$ cat src/rtl/db9_pkg.sv
// Shared definitions for the DB9 Mega Drive pad scanner: joystick bit map,
// pad bus bit positions, scan states and the select phases that carry data.
package db9_pkg;

    localparam int JB_RIGHT = 0;
    localparam int JB_LEFT  = 1;
    localparam int JB_DOWN  = 2;
    localparam int JB_UP    = 3;
    localparam int JB_B     = 4;
    localparam int JB_C     = 5;
    localparam int JB_A     = 6;
    localparam int JB_START = 7;
    localparam int JB_MODE  = 8;
    localparam int JB_X     = 9;
    localparam int JB_Y     = 10;
    localparam int JB_Z     = 11;

    localparam int BUS_UP    = 0;
    localparam int BUS_DOWN  = 1;
    localparam int BUS_LEFT  = 2;
    localparam int BUS_RIGHT = 3;
    localparam int BUS_B     = 4;
    localparam int BUS_C     = 5;

    typedef enum logic [1:0] {
        IDLE1 = 2'd0,
        SCAN1 = 2'd1,
        IDLE2 = 2'd2,
        SCAN2 = 2'd3
    } scan_state_t;

    localparam logic [2:0] P_BASE  = 3'd0;
    localparam logic [2:0] P_ABS   = 3'd1;
    localparam logic [2:0] P_SIXID = 3'd5;
    localparam logic [2:0] P_EXT   = 3'd6;
    localparam logic [2:0] P_LAST  = 3'd7;

    typedef struct packed {
        logic [15:0] word;
        logic        present;
        logic        six;
    } pad_result_t;

    function automatic int cnt_width(input int a, input int b);
        int m;
        m = (a > b) ? a : b;
        return (m < 2) ? 1 : $clog2(m);
    endfunction

endpackage

$ cat src/rtl/db9_pad_decode.sv
// Turns the raw active-low samples of one pad scan into an active-high
// joystick word plus presence and six-button flags.
module db9_pad_decode
    import db9_pkg::*;
(
    input  logic [5:0]  smp_base,
    input  logic [3:0]  smp_abs,
    input  logic [3:0]  smp_sixid,
    input  logic [3:0]  smp_ext,
    output pad_result_t result
);

    // smp_abs holds bus bits [5:2]: Left, Right, A, Start
    always_comb begin
        result         = '0;
        result.present = ~smp_abs[0] & ~smp_abs[1];
        result.six     = result.present & (smp_sixid == 4'b0000);

        if (result.present) begin
            result.word[JB_RIGHT] = ~smp_base[BUS_RIGHT];
            result.word[JB_LEFT]  = ~smp_base[BUS_LEFT];
            result.word[JB_DOWN]  = ~smp_base[BUS_DOWN];
            result.word[JB_UP]    = ~smp_base[BUS_UP];
            result.word[JB_B]     = ~smp_base[BUS_B];
            result.word[JB_C]     = ~smp_base[BUS_C];
            result.word[JB_A]     = ~smp_abs[2];
            result.word[JB_START] = ~smp_abs[3];
        end

        if (result.six) begin
            result.word[JB_Z]    = ~smp_ext[0];
            result.word[JB_Y]    = ~smp_ext[1];
            result.word[JB_X]    = ~smp_ext[2];
            result.word[JB_MODE] = ~smp_ext[3];
        end
    end

endmodule

$ cat src/rtl/db9_md_pad_scanner.sv
// Scans two Mega Drive pads through a shared DB9 splitter, alternating ports,
// and commits each pad's word atomically at the end of its scan.
module db9_md_pad_scanner
    import db9_pkg::*;
#(
    parameter int PHASE_CYCLES = 64,
    parameter int IDLE_CYCLES  = 20000
) (
    input  logic        clk,
    input  logic        reset,
    input  logic [5:0]  joy_in,
    output logic        joy_mdsel,
    output logic        joy_split,
    output logic [15:0] joystick1,
    output logic [15:0] joystick2,
    output logic [1:0]  pad_present,
    output logic [1:0]  pad_six,
    output logic [1:0]  upd
);

    localparam int CNT_W = cnt_width(IDLE_CYCLES, PHASE_CYCLES);
    localparam logic [CNT_W-1:0] IDLE_LAST  = CNT_W'(IDLE_CYCLES - 1);
    localparam logic [CNT_W-1:0] PHASE_LAST = CNT_W'(PHASE_CYCLES - 1);

    scan_state_t      state_q, state_d;
    logic [CNT_W-1:0] cnt_q, cnt_d;
    logic [2:0]       phase_q, phase_d;
    logic [5:0]       joy_s1_q, joy_s1_d;
    logic [5:0]       joy_s2_q, joy_s2_d;
    logic [5:0]       smp_base_q, smp_base_d;
    logic [3:0]       smp_abs_q, smp_abs_d;
    logic [3:0]       smp_sixid_q, smp_sixid_d;
    logic [3:0]       smp_ext_q, smp_ext_d;
    logic [15:0]      joystick1_q, joystick1_d;
    logic [15:0]      joystick2_q, joystick2_d;
    logic [1:0]       present_q, present_d;
    logic [1:0]       six_q, six_d;
    logic [1:0]       upd_q, upd_d;
    logic             scanning;
    pad_result_t      dec;

    db9_pad_decode u_decode (
        .smp_base  (smp_base_q),
        .smp_abs   (smp_abs_q),
        .smp_sixid (smp_sixid_q),
        .smp_ext   (smp_ext_q),
        .result    (dec)
    );

    // The counter is only ever cleared by a state or phase transition, so the
    // select waveform cannot drift relative to the sampling points.
    always_comb begin
        state_d     = state_q;
        cnt_d       = cnt_q;
        phase_d     = phase_q;
        joy_s1_d    = joy_in;
        joy_s2_d    = joy_s1_q;
        smp_base_d  = smp_base_q;
        smp_abs_d   = smp_abs_q;
        smp_sixid_d = smp_sixid_q;
        smp_ext_d   = smp_ext_q;
        joystick1_d = joystick1_q;
        joystick2_d = joystick2_q;
        present_d   = present_q;
        six_d       = six_q;
        upd_d       = 2'b00;

        unique case (state_q)
            IDLE1, IDLE2: begin
                if (cnt_q == IDLE_LAST) begin
                    state_d = (state_q == IDLE1) ? SCAN1 : SCAN2;
                    cnt_d   = '0;
                    phase_d = P_BASE;
                end else begin
                    cnt_d = cnt_q + CNT_W'(1);
                end
            end
            SCAN1, SCAN2: begin
                if (cnt_q == PHASE_LAST) begin
                    cnt_d   = '0;
                    phase_d = phase_q + 3'd1;
                    case (phase_q)
                        P_BASE:  smp_base_d  = joy_s2_q;
                        P_ABS:   smp_abs_d   = joy_s2_q[5:2];
                        P_SIXID: smp_sixid_d = joy_s2_q[3:0];
                        P_EXT:   smp_ext_d   = joy_s2_q[3:0];
                        P_LAST: begin
                            if (state_q == SCAN1) begin
                                joystick1_d  = dec.word;
                                present_d[0] = dec.present;
                                six_d[0]     = dec.six;
                                upd_d[0]     = 1'b1;
                                state_d      = IDLE2;
                            end else begin
                                joystick2_d  = dec.word;
                                present_d[1] = dec.present;
                                six_d[1]     = dec.six;
                                upd_d[1]     = 1'b1;
                                state_d      = IDLE1;
                            end
                        end
                        default: ;
                    endcase
                end else begin
                    cnt_d = cnt_q + CNT_W'(1);
                end
            end
            default: begin
                state_d = IDLE1;
                cnt_d   = '0;
            end
        endcase
    end

    // Reset also wipes the sample registers so an interrupted scan is never reused.
    always_ff @(posedge clk) begin
        if (reset) begin
            state_q     <= IDLE1;
            cnt_q       <= '0;
            phase_q     <= P_BASE;
            joy_s1_q    <= 6'h3F;
            joy_s2_q    <= 6'h3F;
            smp_base_q  <= 6'h3F;
            smp_abs_q   <= 4'hF;
            smp_sixid_q <= 4'hF;
            smp_ext_q   <= 4'hF;
            joystick1_q <= '0;
            joystick2_q <= '0;
            present_q   <= 2'b00;
            six_q       <= 2'b00;
            upd_q       <= 2'b00;
        end else begin
            state_q     <= state_d;
            cnt_q       <= cnt_d;
            phase_q     <= phase_d;
            joy_s1_q    <= joy_s1_d;
            joy_s2_q    <= joy_s2_d;
            smp_base_q  <= smp_base_d;
            smp_abs_q   <= smp_abs_d;
            smp_sixid_q <= smp_sixid_d;
            smp_ext_q   <= smp_ext_d;
            joystick1_q <= joystick1_d;
            joystick2_q <= joystick2_d;
            present_q   <= present_d;
            six_q       <= six_d;
            upd_q       <= upd_d;
        end
    end

    assign scanning    = (state_q == SCAN1) || (state_q == SCAN2);
    assign joy_mdsel   = scanning ? ~phase_q[0] : 1'b1;
    assign joy_split   = (state_q == IDLE2) || (state_q == SCAN2);
    assign joystick1   = joystick1_q;
    assign joystick2   = joystick2_q;
    assign pad_present = present_q;
    assign pad_six     = six_q;
    assign upd         = upd_q;

endmodule
$ cat config.mk
export PLATFORM = sky130hd
export DESIGN_NAME = db9_md_pad_scanner
export DESIGN_NICKNAME = d
export VERILOG_FILES = /design/src/rtl/db9_pkg.sv /design/src/rtl/db9_pad_decode.sv /design/src/rtl/db9_md_pad_scanner.sv
export SDC_FILE = /design/constraint.sdc
export NUM_CORES = 1
export LEC_CHECK = 0
export BUFFER_PORTS_ARGS = -buffer_cell sky130_fd_sc_hd__buf_2
export CAP_MARGIN = 15
export CORE_UTILIZATION = 59
export CTS_BUF_LIST = sky130_fd_sc_hd__clkbuf_4 sky130_fd_sc_hd__clkbuf_8
export CTS_CLUSTER_DIAMETER = 100
export DETAILED_ROUTE_END_ITERATION = 16
export PLACE_DENSITY = 0.83
export SYNTH_ARGS = -nofsm -noshare
export SYNTH_HDL_FRONTEND = slang
export SYNTH_SLANG_ARGS = --single-unit
$ cat constraint.sdc
create_clock -name clk -period 2.84 [get_ports clk]
set_input_delay 0 -clock clk [delete_from_list [all_inputs] [get_ports clk]]
set_output_delay 0 -clock clk [all_outputs]
set_load 0.05 [all_outputs]
======== Yosys cells after proc, flatten, opt, wreduce, memory -nomap -nowiden ========
Cells that the tools add are included.
storage, ports and cells
  register bits ........................... 80
operators by class
  reductions and logical operators ........ 16
  equality and inequality tests ........... 12
  $add $sub $neg .......................... 2
  bitwise operators ....................... 21
  muxes and demuxes ....................... 17
operator list
  kind                                                              number
  15-bit two-way mux                                                2
  15-bit case mux with 2 select lines                               1
  1-bit inverter                                                    19
  15-bit by 1-bit adder with 15-bit output, second input constant   1
  15-bit == test, second input constant                             1
  15-bit by 6-bit == test with 1-bit output, second input constant  1
  3-bit AND reduction                                               5
  2-bit two-way mux                                                 5
  3-bit == test, second input constant                              3
  8-bit two-way mux                                                 1
  4-bit AND reduction                                               2
  3-bit two-way mux                                                 2
  3-bit case mux with 2 select lines                                1
  2-bit == test, second input constant                              2
  4-bit logical NOT                                                 1
  4-bit two-way mux                                                 1
  2-bit != test, second input constant                              2
  2-bit case mux with 2 select lines                                1
  2-bit OR reduction                                                2
  4-bit OR reduction                                                1
  3-bit by 1-bit adder with 3-bit output, second input constant     1
  3-bit by 1-bit == test with 1-bit output, second input constant   1
  3-bit logical NOT                                                 1
  1-bit two-way mux                                                 3
  other kinds (6)                                                   8

======== Longest topological paths before layout ========
Gate-level depths: netlist of run 1.
  depth after elaboration ................. 5
  gate-level depth with buffers ........... 9

======== Cells and area by module ========
A second synthesis of run 1 with hierarchy kept.
unflattened totals
  cell total of the unflattened synthesis .. 385
  area total of the unflattened synthesis .. 3,606.0 um^2
modules (own cells, without submodules)
  module              instances  cells an instance  seq. area each (um^2)  area an instance (um^2)
  db9_md_pad_scanner  1          362                1,761.7                3,458.3
  db9_pad_decode      1          23                 0.0                    147.6

======== Least setup slack after synthesis of run 1 ========
Ideal clock, no wire load.
  path kind ............................... flip-flop to flip-flop
  start ................................... reg cnt_q[9]
  end ..................................... reg smp_sixid_q[0]
  slack ................................... 0.612 ns
  stages on the path, launching flop included .. 8
  period minus slack after synthesis ...... 2.228 ns
  library setup time ...................... 0.120 ns
  path buffers ............................ 3
  arrival ................................. 2.108 ns
  cells stage by stage .................... dfxtp_1 -> buf_2 -> or4b_4 -> or4_4 -> buf_6 -> buf_6 -> o21a_1 -> a211o_1
on the way
  word-level cells in the longest chain between the ends .. 2
ends and longest elaborated chain
  what                                       line                       RTL
  from (decl)                                db9_md_pad_scanner.sv:26   logic [CNT_W-1:0] cnt_q, cnt_d;
  from (signal assigned)                     db9_md_pad_scanner.sv:134  cnt_q <= cnt_d;
  15-bit by 6-bit == test with 1-bit output  db9_md_pad_scanner.sv:79   if (cnt_q == PHASE_LAST) begin
  3-bit AND reduction (no source line)       -
  to (signal assigned)                       db9_md_pad_scanner.sv:140  smp_sixid_q <= smp_sixid_d;
  to (decl)                                  db9_md_pad_scanner.sv:32   logic [3:0] smp_sixid_q, smp_sixid_d;
No other way between the ends.
A chain may end at the register's enable or synchronous reset.

======== Final worst setup path of run 1 ========
  start ................................... reg cnt_q[12]
  end ..................................... reg smp_sixid_q[3]
Same word-level chain as after synthesis.

==> run summary, run 1 <==
Outcome = finished clean
Root buffer cell = clkbuf_8
Post-CTS Resized = 0
Gpl congestion = 0.887
Setup violators final = 0
R2R setup slack = 0.58 ns
Arrival time worst endpoint = 2.49 ns
Max Clk Rate = 443 MHz
Final Core Density = 70.6%
R2r worst-path depth = 4
Post-CTS setup buffer count = 0
NumNets Final = 456
Post-Route Setup TNS = 0 ns
Synth Area in Compound Gates = 14.6%
Hold path endpoint = cnt_q[2]
Hold Slack = 0.146 ns
DRC Markers = 0
Critical setup path kind = flip-flop to flip-flop
Clock power frac = 41.4%
CP startpoint kind = flip-flop
Synth Area in XOR/XNOR = 3.04%
CTS max path bufs = 2
Critical-path maximum fanout = 25
Post-Route WL = 6990 microns
Max Cap Viol = 0
Most common cell in the netlist = dfxtp_1
Initial Util = 62.0%
Initial antenna violation count = 0
Metal-1 WL = 3240 microns
Fraction of registers with async set/reset = 0%
Flops & latches, synth = 80
# IOs = 48
Largest family of logic cells by synthesized area = simple AND/OR/NAND/NOR gates
Largest cells by area after synthesis = dfxtp_1, nand3_1, o21ai_0
Launch point of the worst path = cnt_q[12]
Worst-skew pair later-pin latency = 0.35 ns
Post-Syn Area = 3450 sq um
Syn Inst Count = 403
Clk sink count = 80
Slew @ Worst Pin = 0.598 ns
IO buf count = 39
P per Cell Area = 573 nW/um^2
Max Slew Vio Count = 0
DRT iter0 DRCs = 100
Final period util = 79.6%
CORE AREA = 5570 sq um
Hold path startpoint = reset
Metal3 WL = 327 microns
Global route total overflow = 0
Sw Ratio = 24.2%
Logic pwr share = 7.7%
First-pass GRT wire length = 12,000 microns
DRT Pass-1 Iters = 4
Clock slew at reported path FFs = 0.08 ns
RSZ-0062 raised after global routing = no
Via/cell ratio = 5.78
Most frequent cells after synthesis = dfxtp_1, nand3_1, o21ai_0
R2r endpoint = smp_sixid_q[3]
Endpoint class of the critical path = flip-flop
Proportion of layout cells with a drive suffix above 1 = 19.0%
Avg WL per Cell = 13.6 microns
Slew HR = 60.0%
Int Power = 1.71 mW
Final Hold Vio Count = 0
Die width = 78.5 microns
Adder and majority gate portion of the synthesized area = 3.62%
Max rail drop VDD = 0.347 mV
Largest net degree at the start of global routing = 37
Post-synth EDFFs = 0
Simple-gate share of the synthesized area = 25.3%
Hold Crit Class = input pin to flip-flop
Top cell type's share of synthesized area = 46.4%
Dpl hpwl = 4740 microns
DR top layer = met4
Predominant post-synthesis flop cell = dfxtp_1
P&R area growth vs syn = 14.0%
Synth Warn # = 0
Die height = 78.5 microns
Worst Path Required = 3.07 ns
H-tree Lvls = 3
Reg2Reg Launch Point = cnt_q[12]
Antenna fix cells = 0
P_sw = 0.547 mW
Yosys top cell by area = dfxtp_1
Standard-cell row count = 27
WHS Path Cells = 2
Post-Syn Area per Cell = 8.57 sq um
Clk_skew = 0.00950 ns
Netlist cell types = 42
Total power = 2.26 mW
Routed wl met2 = 3330 microns
Leakage power = 1.43 nW
Die area = 6160 sq um
Register area share after synthesis = 46.4%
TritonCTS Buffers = 9
Final ANT Viol Nets = 0
Vias in the first global route = 2,635
Tot GR Track Use = 24.7%
Sequential fraction of design power = 50.9%
TritonCTS clock tree = yes
Multiplexer share of the synthesized area = 0.290%
Vias = 2,978
Min Clock Period, post-route = 2.26 ns
## worst max-delay path by stage
stage                     end  slack (ns)
6_report       smp_sixid_q[3]        0.58
5_1_grt          joystick1[5]        0.36
4_1_cts        smp_sixid_q[3]        0.59
3_5_place_dp   smp_sixid_q[3]        0.60
3_3_place_gp   smp_sixid_q[1]        0.66
2_1_floorplan  smp_sixid_q[0]        0.61
## final cells by class
type                            count  area (sq um)
Sequential cell                    80          1600
Timing Repair Buffer               53           315
Clock buffer                       10           138
Tap cell                           72          90.1
Clock inverter                      6          91.3
Inverter                           13          48.8
Fill cell                         445          1640
Multi-Input combinational cell    281          1650
## layer usage
metal	track usage (%)	vias up
met2	40.7	94
met4	9.26	0
met5	0	-
met3	6.16	10
li1	-	1486
met1	30.9	1388
## flip-flops by register name, summed over array words and instances (netlist names), 3 cells and up
name,cells
smp_abs_q,4
smp_sixid_q,4
cnt_q,15
joystick1,12
joy_s1_q,6
smp_base_q,6
phase_q,3
joystick2,12
joy_s2_q,6
smp_ext_q,4
## stage by stage
step | instances | instance area (sq um) | setup WS, ns
after floorplan | 410 | 3480 | 0.612
after global placement | 493 | 3650 | 0.664
after detailed placement | 493 | 3650 | 0.604
after CTS | 515 | 3940 | 0.588
after global routing | 515 | 3940 | 0.360
final | 515 | 3940 | 0.581
## cells in the final DEF (no fill, tap or decap), types with 3 or more instances in the layout
| cell | Yosys | routed |
|---|---|---|
| nor3_1 | 20 | 20 |
| nand3_1 | 63 | 63 |
| clkinvlp_4 | 0 | 3 |
| or3_1 | 7 | 7 |
| a211o_1 | 6 | 6 |
| conb_1 | 1 | 8 |
| ha_1 | 10 | 10 |
| nor4_1 | 5 | 5 |
| nor2_1 | 16 | 16 |
| a21oi_1 | 29 | 29 |
| o21ai_0 | 43 | 43 |
| dlygate4sd3_1 | 0 | 6 |
| buf_2 | 2 | 39 |
| or2_2 | 16 | 16 |
| and3_1 | 3 | 3 |
| nand4_1 | 3 | 3 |
| xnor2_1 | 10 | 10 |
| o21a_1 | 4 | 4 |
| buf_4 | 8 | 8 |
| nand2_1 | 13 | 13 |
| clkbuf_8 | 0 | 10 |
| dfxtp_1 | 80 | 80 |
| inv_1 | 13 | 13 |
## cells by family after synthesis
kind of cell	count (synthesis)
adder cells (fa/ha/maj)	10
multiplexers	1
AND/OR/NAND/NOR	160
XOR/XNOR	12
AO/OA/AOI/OAI	90
flip-flops	80
buffers and inverters	49
other	1
## critical path, stage by stage (launching register included)
cell	delay (ns)
dfxtp_1	0.37
or4b_4	0.58
or4_4	0.69
o21a_1	0.24
a211o_1	0.27
## power by group through the flow
stage | clock network [mW] | logic, mW | registers [mW]
4_1_cts | 0.947 | 0.175 | 1.15
5_1_grt | 1.00 | 0.195 | 1.15
2_1_floorplan | 0 | 0.142 | 1.17
3_3_place_gp | 0 | 0.165 | 1.17
6_report | 0.935 | 0.175 | 1.15
3_5_place_dp | 0 | 0.167 | 1.17
## repair_timing
action                     CTS  global route
hold endpoints to repair     6             0
hold buffers                 6             0
setup endpoints to repair    0             0
(Power assumes the default switching activity.)
==> inputs of run 2 (changes only) <==
CORE_UTILIZATION = 53   (was 59)
PLACE_DENSITY = 0.78   (was 0.83)
clock period = 2 ns   (was 2.84 ns; I/O delays follow)
==> run 2 against run 1 <==
The flow now finishes with violations (negative setup slack). Power increased by 34%. Combinational power increased by 61%. Critical path depth unchanged.
==> run summary, run 2 (synthesis gave the netlist of run 1 again) <==
Outcome = complete, but fails checks (was finished clean)
Failing checks = negative setup slack
Slew @ Worst Pin = 0.579 ns (was 0.598 ns)
Vias in the first global route = 2,641 (was 2,635)
Filler cells = 529 (was 445)
Post-Route WL = 7670 microns (was 6990 microns)
Min Clock Period, post-route = 2.02 ns (was 2.26 ns)
CORE AREA = 6310 sq um (was 5570 sq um)
Max FFs per register = 15 (unchanged)
IO buf count = 39 (unchanged)
H-tree Lvls = 3 (unchanged)
Arrival time worst endpoint = 2.27 ns (was 2.49 ns)
Final Hold Vio Count = 0 (unchanged)
Highest-count cells in the layout ignoring fill and taps = dfxtp_1, nand3_1, buf_2 (was dfxtp_1, nand3_1, o21ai_0)
Global route total overflow = 0 (unchanged)
Setup violators final = 11 (was 0)
Hold Crit Class = input pin to flip-flop (unchanged)
Register bank with the most flops = cnt_q (unchanged)
Logic pwr share = 9.3% (was 7.7%)
Tot GR Track Use = 22.8% (was 24.7%)
Area occupied by multi-input gates = 1790 sq um (was 1650 sq um)
Initial antenna violation count = 0 (unchanged)
Die area = 6840 sq um (was 6160 sq um)
Sw Ratio = 26.6% (was 24.2%)
Cell Chain, Critical Path = or4b_4 -> or4_4 -> o21a_1 -> a211o_1 (unchanged)
Critical-path maximum fanout = 7 (was 25)
RSZ-0062 raised after global routing = yes (was no)
Max Slew Vio Count = 0 (unchanged)
Max Cap Viol = 0 (unchanged)
CP startpoint kind = flip-flop (unchanged)
Max rail drop VDD = 0.424 mV (was 0.347 mV)
Bufs and invs on worst path = 0 (unchanged)
Largest net degree at the start of global routing = 38 (was 37)
First-pass GRT wire length = 11,900 microns (was 12,000 microns)
TritonCTS Buffers = 9 (unchanged)
Int Power = 2.22 mW (was 1.71 mW)
Clock power frac = 37.0% (was 41.4%)
# IOs = 48 (unchanged)
Vias = 3,066 (was 2,978)
Clk sink count = 80 (unchanged)
Kind of cell adding the most delay to the critical path = simple AND/OR/NAND/NOR gates (unchanged)
Endpoint class of the critical path = flip-flop (unchanged)
DRT iter0 DRCs = 187 (was 100)
Cell Count Post-Placement = 516 (was 493)
Critical setup path kind = flip-flop to flip-flop (unchanged)
Final WS setup = -0.0174 ns (was 0.581 ns)
Standard-cell row count = 29 (was 27)
Clk_skew = 0.0123 ns (was 0.00950 ns)
Gpl congestion = 0.817 (was 0.887)
P&R area growth vs syn = 22.2% (was 14.0%)
Total power = 3.03 mW (was 2.26 mW)
Non-filler cells, final = 540 (was 515)
NumNets Final = 476 (was 456)
CTS max path bufs = 2 (unchanged)
Root buffer cell = clkbuf_8 (unchanged)
Dpl hpwl = 5120 microns (was 4740 microns)
Antenna fix cells = 0 (unchanged)
Slew HR = 61.3% (was 60.0%)
P per Cell Area = 718 nW/um^2 (was 573 nW/um^2)
P_sw = 0.807 mW (was 0.547 mW)
DRC Markers = 0 (unchanged)
Avg WL per Cell = 14.2 microns (was 13.6 microns)
Proportion of layout cells with a drive suffix above 1 = 28.5% (was 19.0%)
Final ANT Viol Nets = 0 (unchanged)
Worst Path Required = 2.25 ns (was 3.07 ns)
Die width = 82.7 microns (was 78.5 microns)
Initial Util = 54.7% (was 62.0%)
Max incr delay on CP = 0.62 ns (was 0.69 ns)
TritonCTS clock tree = yes (unchanged)
Max Clk Rate = 496 MHz (was 443 MHz)
Via/cell ratio = 5.68 (was 5.78)
Die height = 82.7 microns (was 78.5 microns)
Worst-skew pair later-pin latency = 0.36 ns (was 0.35 ns)
Final period util = 101% (was 79.6%)
Sequential fraction of design power = 53.7% (was 50.9%)
Critical path's slowest cell = or4_4 (unchanged)
DRT Pass-1 Iters = 4 (unchanged)
Pre-CTS setup slack = -0.0624 ns (was 0.604 ns)
Clock slew at reported path FFs = 0.09 ns (was 0.08 ns)
Flip-flop and latch area = 1610 sq um (was 1600 sq um)
Most common cell after layout, fill and taps aside = dfxtp_1 (unchanged)
Leakage power = 1.58 nW (was 1.43 nW)
-- run 2: area by class of cell --
type / instances / area share (%)
Clock inverter: 5 / 0.919
Clock buffer: 11 / 3.59
Multi-Input combinational cell: 282 / 42.5
Timing Repair Buffer: 72 / 11.5
Inverter: 13 / 1.16
Tap cell: 77 / 2.28
Sequential cell: 80 / 38.0
-- run 2: tightest hold or removal path, stage by stage --
cell and delay, ns:
buf_2 0.10, buf_4 0.30, a21oi_2 0.05
-- run 2: path summary, 6_finish.rpt --
kind	start	end	slack [ns]	depth (start not counted)
max	cnt_q[13]	smp_sixid_q[0]	-0.02	4
min	reset	joystick1[4]	0.13	3
max reg2reg	cnt_q[13]	smp_sixid_q[0]	-0.02	4
min reg2reg	joy_s1_q[3]	joy_s2_q[3]	0.41	1
-- run 2: metal layers --
metal / up-vias / wire (microns) / GRT usage [%]
met2: 105 / 3720 / 37.7
met4: 0 / 105 / 8.45
met5: - / 0 / 0
met3: 11 / 367 / 5.05
li1: 1528 / - / -
met1: 1422 / 3470 / 28.9
-- run 2: power by group through the flow --
stage	sequential, mW	clock [mW]	combinational (mW)
after global routing	1.63	1.21	0.304
after detailed placement	1.67	0	0.251
after global placement	1.66	0	0.246
after floorplan	1.66	0	0.202
after CTS	1.63	1.14	0.272
final	1.63	1.12	0.281
-- run 2: through the flow --
step	setup TNS (ns)	hold WS [ns]	instance area [sq um]	util (%)
after floorplan	-2.20	0.104	3490	-
after global placement	-0.250	0.182	3790	60.0
after detailed placement	-0.945	0.184	3790	60.0
after CTS	-0.443	0.124	4110	65.1
after global routing	-1.43	0.153	4220	66.8
final	-0.112	0.133	4220	66.8
-- run 2: repair_timing --
action | in CTS | in global routing
setup endpoints to repair | 45 | 52
resized for setup | 29 | 25
setup buffers | 0 | 0
pin swaps | 29 | 23
hold buffers | 6 | 0
endpoints found under the hold margin | 6 | 0
cloned | 1 | 1
==> inputs of run 3 (changes only) <==
CORE_UTILIZATION = 54   (was 53)
PLACE_DENSITY = 0.79   (was 0.78)
SYNTH_HIERARCHICAL = 1   (was default)
==> run 3 against run 2 <==
The flow now finishes without violations. Sequential power up 10%. Register-to-register slack better by 0.12 ns. Via count is 8.8% lower. First-iteration DRC count decreased by 41%. Final cell count shrank 3.0%. Clock power is 30% higher. Fmax increased by 6.5%. Wire length down 8.5%. Largest power group unchanged.
==> run summary, run 3 <==
Final period util = 94.8% (was 101%)
Most common cell in the netlist = dfxtp_1 (unchanged)
Synth Warn # = 6 (was 0)
Most frequent cells after synthesis = dfxtp_1, nor2_1, nand2_1 (was dfxtp_1, nand3_1, o21ai_0)
R2r worst-path depth = 7 (was 4)
CORE AREA = 6390 sq um (was 6310 sq um)
Post-Route WL = 7010 microns (was 7670 microns)
Proportion of layout cells with a drive suffix above 1 = 25.1% (was 28.5%)
Worst-skew pair later-pin latency = 0.35 ns (was 0.36 ns)
Hold path startpoint = reset (unchanged)
Highest-count cells in the layout ignoring fill and taps = dfxtp_1, nor2_1, buf_2 (was dfxtp_1, nand3_1, buf_2)
Via/cell ratio = 5.33 (was 5.68)
Arrival time worst endpoint = 2.14 ns (was 2.27 ns)
Netlist cell types = 41 (was 42)
Critical-path maximum fanout = 19 (was 7)
TritonCTS Buffers = 9 (unchanged)
P per Cell Area = 832 nW/um^2 (was 718 nW/um^2)
CTS max path bufs = 2 (unchanged)
Top cell type's share of synthesized area = 48.9% (was 46.4%)
Largest net degree at the start of global routing = 35 (was 38)
Max Cap Viol = 0 (unchanged)
Die width = 83.7 microns (was 82.7 microns)
Met3 usage = 5.24% (was 5.05%)
Die area = 7010 sq um (was 6840 sq um)
Reg2Reg Launch Point = cnt_q[0] (was cnt_q[13])
Max rail drop VDD = 0.570 mV (was 0.424 mV)
Hold Slack = 0.0569 ns (was 0.133 ns)
Post-Syn Area = 3610 sq um (was 3450 sq um)
Critical path's slowest cell = dfxtp_1 (was or4_4)
# IOs = 48 (unchanged)
RSZ-0062 raised after global routing = no (was yes)
Design area = 4270 sq um (was 4220 sq um)
Total power = 3.55 mW (was 3.03 mW)
DRT iter0 DRCs = 111 (was 187)
Kind of cell adding the most delay to the critical path = simple AND/OR/NAND/NOR gates (unchanged)
Worst Path Required = 2.24 ns (was 2.25 ns)
Final Core Density = 66.9% (was 66.8%)
Launch point of the worst path = cnt_q[0] (was cnt_q[13])
Critical setup path kind = flip-flop to flip-flop (unchanged)
Largest cells by area after synthesis = dfxtp_1, mux2i_1, nor2_1 (was dfxtp_1, nand3_1, o21ai_0)
Max Clk Rate = 528 MHz (was 496 MHz)
Root buffer cell = clkbuf_8 (unchanged)
DRC Markers = 0 (unchanged)
Post-synth EDFFs = 0 (unchanged)
WHS Path Cells = 2 (was 3)
CP startpoint kind = flip-flop (unchanged)
Placed inst area = 3940 sq um (was 3790 sq um)
Predominant post-synthesis flop cell = dfxtp_1 (unchanged)
H-tree Lvls = 3 (unchanged)
Fraction of registers with async set/reset = 0% (unchanged)
Post-Route Setup TNS = 0 ns (was -0.112 ns)
Simple-gate share of the synthesized area = 24.9% (was 25.3%)
Setup violators final = 0 (was 11)
Vias = 2,795 (was 3,066)
Max Slew Vio Count = 0 (unchanged)
Grt peak-use layer = met2 (unchanged)
Antenna fix cells = 0 (unchanged)
First-pass GRT wire length = 11,900 microns (about the same)
Leakage power = 1.69 nW (was 1.58 nW)
CP Depth = 7 (was 4)
Final ANT Viol Nets = 0 (unchanged)
Min Clock Period, post-route = 1.90 ns (was 2.02 ns)
Synth Area in Compound Gates = 6.87% (was 14.6%)
Flops & latches, synth = 88 (was 80)
Register area share after synthesis = 48.9% (was 46.4%)
Initial antenna violation count = 0 (unchanged)
Die height = 83.7 microns (was 82.7 microns)
Synth Area in XOR/XNOR = 3.16% (was 3.04%)
Adder and majority gate portion of the synthesized area = 3.47% (was 3.62%)
Most common cell after layout, fill and taps aside = dfxtp_1 (unchanged)
Vias in the first global route = 2,647 (was 2,641)
Dpl hpwl = 4730 microns (was 5120 microns)
Clk sink count = 88 (was 80)
Met1 global-route usage = 27.0% (was 28.9%)
Hold Crit Class = input pin to flip-flop (unchanged)
Outcome = finished clean (was complete, but fails checks)
Bufs and invs on worst path = 1 (was 0)
Gpl congestion = 0.850 (was 0.817)
Multiplexer share of the synthesized area = 7.22% (was 0.290%)
Final Hold Vio Count = 0 (unchanged)
Standard-cell row count = 29 (unchanged)
Max incr delay on CP = 0.38 ns (was 0.62 ns)
Syn Inst Count = 385 (was 403)
Global route total overflow = 0 (unchanged)
Clk_skew = 0.0126 ns (was 0.0123 ns)
Clock slew at reported path FFs = 0.09 ns (about the same)
Cell Chain, Critical Path = ha_1 -> and3_2 -> nand4_4 -> nor4b_4 -> buf_12 -> mux2i_1 -> nor2_1 (was or4b_4 -> or4_4 -> o21a_1 -> a211o_1)
Endpoint class of the critical path = flip-flop (unchanged)
Yosys top cell by area = dfxtp_1 (unchanged)
IO buf count = 47 (was 39)
Filler cells = 533 (was 529)
Initial Util = 56.5% (was 54.7%)
GR Util met2 = 34.4% (was 37.7%)
TritonCTS clock tree = yes (unchanged)
Tot GR Track Use = 21.0% (was 22.8%)
DRT Pass-1 Iters = 5 (was 4)
Post-Syn Area per Cell = 9.37 sq um (was 8.57 sq um)
Avg WL per Cell = 13.4 microns (was 14.2 microns)
NumNets Final = 460 (was 476)
P&R area growth vs syn = 18.4% (was 22.2%)
Largest family of logic cells by synthesized area = simple AND/OR/NAND/NOR gates (unchanged)
-- run 3: cell types whose count changed in the layout (fill, tap and decap cells not counted), sizes merged, moves of 5 or more --
cell,delta
a21oi,-5
dfxtp,+8
inv,-6
mux2i,+25
nand2,+33
nand3,-55
nor2,+50
nor2b,+10
nor3,-12
nor4,-5
o21ai,-38
or3,-6
-- run 3: path summary, 6_finish.rpt --
check / endpoint / slack [ns]
max: joystick2[13] / 0.10
min: joystick1[9] / 0.06
max reg2reg: joystick2[13] / 0.10
min reg2reg: joy_s2_q[2] / 0.41
-- run 3: logic make-up (layout without fill, tap and decap cells) --
family                     Yosys count  in the layout
muxes                               26             26
xor gates and xnor gates            13             13
adders and majority gates           10             10
AOI/OAI and AO/OA                   41             41
other                                1              4
and+or+nand+nor                    173            173
buffers and inverters               33             92
DFF                                 88             88
-- run 3: layer usage --
layer  wire length (microns)  vias to the layer above
met2                    3240                       88
li1                        -                     1377
met5                       0                        -
met1                    3320                     1321
met4                      88                        0
met3                     371                        9
-- run 3: final cells by class --
class	count	area, sq um	area share (%)
tap	77	96.3	2.26
multi-input combinational	267	1690	39.6
sequential	88	1760	41.3
inverter	7	26.3	0.615
clock inverter	7	118	2.75
clock buffer	9	124	2.90
timing repair buffer	69	453	10.6
-- run 3: per-stage QoR --
stage	setup WS (ns)	std cells
after floorplan	0.0952	388
after global placement	0.157	501
after detailed placement	0.0353	501
after CTS	0.00117	523
after global routing	0.00724	524
final	0.105	524
-- run 3: repair_timing --
item / CTS / global route
endpoints found under the setup margin: 0 / 58
resized for setup: 0 / 5
buffers inserted: 0 / 1
hold buffers: 6 / 0
endpoints found under the hold margin: 6 / 0
-- run 3: power breakdown --
part	total [mW]	internal, mW	leakage (nW)	switching [mW]
clock	1.46	0.832	0.124	0.628
combinational	0.295	0.120	0.858	0.175
sequential	1.80	1.78	0.713	0.0218
total	3.55	2.73	1.69	0.824
